**src/rtl/pipe_stage_elastic.sv**
```systemverilog
// Two-entry elastic pipeline stage (head + skid) with registered in_ready,
// output stall, synchronous flush and a saturating count of flushed entries.
module pipe_stage_elastic #(
  parameter int unsigned DATA_W       = 128,
  parameter bit          CLR_ON_EMPTY = 1'b1
) (
  input  logic              clk,
  input  logic              rst_n,
  input  logic              flush,
  input  logic              stall,
  input  logic              in_valid,
  input  logic [DATA_W-1:0] in_data,
  output logic              in_ready,
  output logic              out_valid,
  output logic [DATA_W-1:0] out_data,
  input  logic              out_ready,
  output logic [1:0]        count,
  output logic [7:0]        drop_cnt
);

  // Occupancy state; the encoding doubles as the held-entry count.
  typedef enum logic [1:0] {
    S_EMPTY = 2'd0,
    S_ONE   = 2'd1,
    S_FULL  = 2'd2
  } occ_t;

  occ_t              state;
  occ_t              state_nxt;
  logic [DATA_W-1:0] head;
  logic [DATA_W-1:0] skid;
  logic [DATA_W-1:0] head_nxt;
  logic [DATA_W-1:0] skid_nxt;
  logic [7:0]        drop_nxt;
  logic [8:0]        drop_sum;
  logic              push;
  logic              pop;

  // in_ready comes only from registered state, so there is no
  // combinational path from out_ready back to the producer.
  assign in_ready  = (state != S_FULL);
  assign out_valid = (state != S_EMPTY) && !stall;
  assign count     = state;
  assign out_data  = (CLR_ON_EMPTY && (state == S_EMPTY)) ? '0 : head;

  // Flush overrides every transfer in the same cycle.
  assign push = in_valid && in_ready && !flush;
  assign pop  = out_valid && out_ready && !flush;

  // Saturating accumulation of the entries thrown away by a flush.
  assign drop_sum = {1'b0, drop_cnt} + {7'd0, count};
  assign drop_nxt = drop_sum[8] ? 8'hFF : drop_sum[7:0];

  // Occupancy and storage next-state selection.
  always_comb begin
    state_nxt = state;
    head_nxt  = head;
    skid_nxt  = skid;
    if (flush) begin
      state_nxt = S_EMPTY;
      head_nxt  = '0;
      skid_nxt  = '0;
    end else begin
      unique case (state)
        S_EMPTY: begin
          if (push) begin
            head_nxt  = in_data;
            state_nxt = S_ONE;
          end
        end
        S_ONE: begin
          if (push && pop) begin
            head_nxt = in_data;
          end else if (push) begin
            skid_nxt  = in_data;
            state_nxt = S_FULL;
          end else if (pop) begin
            state_nxt = S_EMPTY;
            if (CLR_ON_EMPTY) head_nxt = '0;
          end
        end
        S_FULL: begin
          // in_ready is low here, so a pop is the only possible transfer.
          if (pop) begin
            head_nxt  = skid;
            skid_nxt  = '0;
            state_nxt = S_ONE;
          end
        end
        default: begin
          state_nxt = S_EMPTY;
          head_nxt  = '0;
          skid_nxt  = '0;
        end
      endcase
    end
  end

  // Occupancy state register.
  always_ff @(posedge clk or negedge rst_n) begin
    if (!rst_n) state <= S_EMPTY;
    else        state <= state_nxt;
  end

  // Head and skid payload registers.
  always_ff @(posedge clk or negedge rst_n) begin
    if (!rst_n) begin
      head <= '0;
      skid <= '0;
    end else begin
      head <= head_nxt;
      skid <= skid_nxt;
    end
  end

  // Flush drop counter; reset clears it without counting the lost entries.
  always_ff @(posedge clk or negedge rst_n) begin
    if (!rst_n)     drop_cnt <= '0;
    else if (flush) drop_cnt <= drop_nxt;
  end

endmodule

```
**config.mk**
```make
export PLATFORM = sky130hd
export DESIGN_NAME = pipe_stage_elastic
export DESIGN_NICKNAME = d
export VERILOG_FILES = /design/src/rtl/pipe_stage_elastic.sv
export SDC_FILE = /design/constraint.sdc
export NUM_CORES = 1
export LEC_CHECK = 0
export ABC_CLOCK_PERIOD_IN_PS = 2000
export CORE_MARGIN = 5
export CORE_UTILIZATION = 40
export CTS_CLUSTER_DIAMETER = 80
export DETAILED_ROUTE_END_ITERATION = 10
export PLACE_DENSITY = 0.68
export SYNTH_ARGS = -nofsm -noshare
export SYNTH_HDL_FRONTEND = slang
export SYNTH_SLANG_ARGS = --single-unit
export TNS_END_PERCENT = 100
```
**constraint.sdc**
```tcl
create_clock -name clk -period 2 [get_ports clk]
set_input_delay 0.4 -clock clk [delete_from_list [all_inputs] [get_ports clk]]
set_output_delay 0.4 -clock clk [all_outputs]
set_load 0.03 [all_outputs]
```
==> qor.yml <==
run_status: "finished with violations"
failed_checks: "negative setup slack"
synth_cells: 1243
first_global_vias: 11115
worstSetupPathType: "register to output pin"
drc: 0
syn-cell-area_sq_um: 13900
synthAdderAreaFrac: 0.00324
cts.htree.levels: 1
yosys.area_share.simple: 0.111
synthToLayoutAreaGrowth_pct: 42.9
arrival_ns: 1.85
fin_ws_ns: -0.248
yosys_warnings: 0
yosys-mux-area-fraction: 0.110
fin_crit_sh: 1.12
max_stage_delay_ns: 0.42
grt-ovfl-total: 0
peakVddDrop_mv: 0.623
yosysMostFrequentCell: "dfrtp_1"
cts_tree: "built"
cts_buffer_depth: 3
dr.pass1.iters: 5
grt_start_max_net_pins: 62
layout-drive-gt1-share: 0.319
cts-buffers-inserted: 29
dieArea_sq_um: 38600
period_needed_ns: 2.25
start_util: 0.403
crit_start: "count[0]"
synth_flop_cell: "dfrtp_1"
cts_sinks: 266
fin_worst_skew_ns: 0.00885
hp-class: "primary input to asynchronous set/reset pin"
worst_slew_pin_slew_ns: 0.527
synth.distinct_cells: 37
track_usage: 0.195
fmax_ghz: 0.445
maxCapViolCount: 0
synth_edf_count: 0
synth_top_family_by_area: "compound AO/OA/AOI/OAI gates"
syn_nets: 1380
cts_root_buf: "clkbuf_16"
worst_slew_margin_rel: 0.649
portBuffers: 273
die_w_um: 196
synth.top_cell.area_share: 0.479
place.gp.congestion: 0.812
synth_area_leaders: "dfrtp_1, o2bb2ai_2, mux2i_1"
core_sq_um: 34500
synth-compound-area-share: 0.203
r2r_cells: 9
ys_async_sr_fraction: 1.00
rows: 68
drt_iter0_drc: 597
fin_area_sq_um: 19900
syn_area_per_cell_sq_um: 11.2
io_pins: 274
worst_r2r_endpoint: "head[20]"
vias: 10672
grt_pass1_wl_um: 61900
nets: 1713
yosys.area.top_type: "dfrtp_1"
antenna_found_initial: 1
p_leak_nw: 8.84
antenna_left: 0
critical_path.cell_chain: "nor2_4 -> buf_12 -> buf_8 -> clkbuf_16 -> nor2b_1 -> buf_4"
die-height_um: 196
power.density_nw_per_um2: 793
synth-seq-cells: 266
cp-start-kind: "register"
dpl_cell_area_sq_um: 17800
maxSlewViolCount: 0
r2r-start: "count[0]"
worstPathMaxFanout: 8
hold_ws_ns: 0.394
synth_commonest_cells: "dfrtp_1, mux2i_1, nand2_1"
cp-end-kind: "output pin"
routed_wl_um: 40200
hpwl_um: 26100
slowest_stage: "dfrtp_2"
synth-xor-area-share: 0.000630
routed_via_density: 5.20
crit_buf_inv: 4
finalHoldViolations: 0
worstPathRequired_ns: 1.60
crit_family: "buffers and inverters"
reg2reg_slack_ns: -0.02
rsz0062_at_grt: "yes"
clock_latency_ns: 0.54
path_clk_slew_ns: 0.07
synth-seq-area-share: 0.479
fillers: 2788
setup_viol: 142
wl_per_cell_um: 19.6
[worst register-to-register path, cell delays in order (launching register included)]
cell       delay, ns
dfrtp_2         0.42
buf_4           0.14
buf_6           0.12
buf_12          0.14
a211o_1         0.31
a21oi_4         0.19
buf_12          0.14
buf_12          0.18
buf_12          0.19
o2bb2ai_2       0.12
[kinds of logic (layout without fill, tap and decap cells)]
family,count (synthesis),in the layout
compound gates,273,273
xor+xnor,1,1
fa+ha+maj,3,3
buf+inv,238,593
flops,266,266
mux,153,153
other cells,0,1
simple gates,309,309
[layer usage]
metal  GRT usage  vias to the layer above  part of all wire
met5           0                        -                 0
met4      0.0512                        0             0.024
met3      0.0256                       55             0.047
met2       0.320                      316              0.48
met1       0.275                     5374              0.44
li1            -                     4927                 -
[stage by stage]
stage	utilization	total power, W	cells	TNS, ns	setup WS, ns
5_1_grt	0.577	0.0164	2054	-33.50	-0.325
3_5_place_dp	0.517	0.00950	1973	-48.97	-0.274
4_1_cts	0.545	0.0155	2033	-28.03	-0.289
2_1_floorplan	-	0.00799	1243	-0.0256	-0.0256
3_3_place_gp	0.517	0.00944	1973	-45.50	-0.231
6_report	0.577	0.0158	2054	-24.18	-0.248
[worst max-delay path by stage]
stage | to | cells after the start
2_1_floorplan | drop_cnt[6] | 7
3_3_place_gp | head[92] | 7
3_5_place_dp | skid[57] | 7
4_1_cts | out_data[10] | 5
5_1_grt | out_data[109] | 5
6_report | out_data[38] | 6
[area by class of cell]
| cell class | instances | area (sq um) | area share |
|---|---|---|---|
| flip-flops and latches | 266 | 6660 | 0.335 |
| repair buffers | 405 | 4600 | 0.231 |
| clock buffers | 40 | 877 | 0.0441 |
| clock inverters | 13 | 196 | 0.00989 |
| diodes | 1 | 2.50 | 0.000126 |
| well taps | 455 | 569 | 0.0287 |
| multi-input cells | 739 | 6450 | 0.325 |
| inverters | 135 | 513 | 0.0258 |
[sequential cells by signal, summed over array words and instances (netlist names)]
name      count
drop_cnt      8
skid        128
head        128
count         2
[what timing repair did]
action	in CTS	in global routing
cloned	2	8
endpoints found under the hold margin	53	0
hold buffers	1	0
pin swaps	0	5
buffers inserted	4	13
setup endpoints to repair	138	155
gates resized for setup	549	311
[cells in the final DEF (no fill, tap or decap), drive strengths merged, types with 2 or more instances in the layout]
master	instances
inv	135
nor3	4
clkdlybuf4s15	36
nand3	3
nand2	136
bufinv	5
a21oi	30
nor2	27
mux2i	151
ha	2
dlymetal6s2s	8
dfrtp	266
clkdlybuf4s50	132
a22oi	107
o2bb2ai	128
buf	220
mux2	2
clkinv	7
clkbuf	47
o21ai	5
nor2b	130
[power by group]
part / internal, W / leakage (nW) / switching [W] / total (W)
Sequential: 0.00579 / 3.61 / 0.000325 / 0.00611
Combinational: 0.00174 / 4.69 / 0.00195 / 0.00370
Clock: 0.00370 / 0.541 / 0.00225 / 0.00594
Total: 0.0112 / 8.84 / 0.00453 / 0.0158
Note: power is estimated with default switching activity, not from simulation.
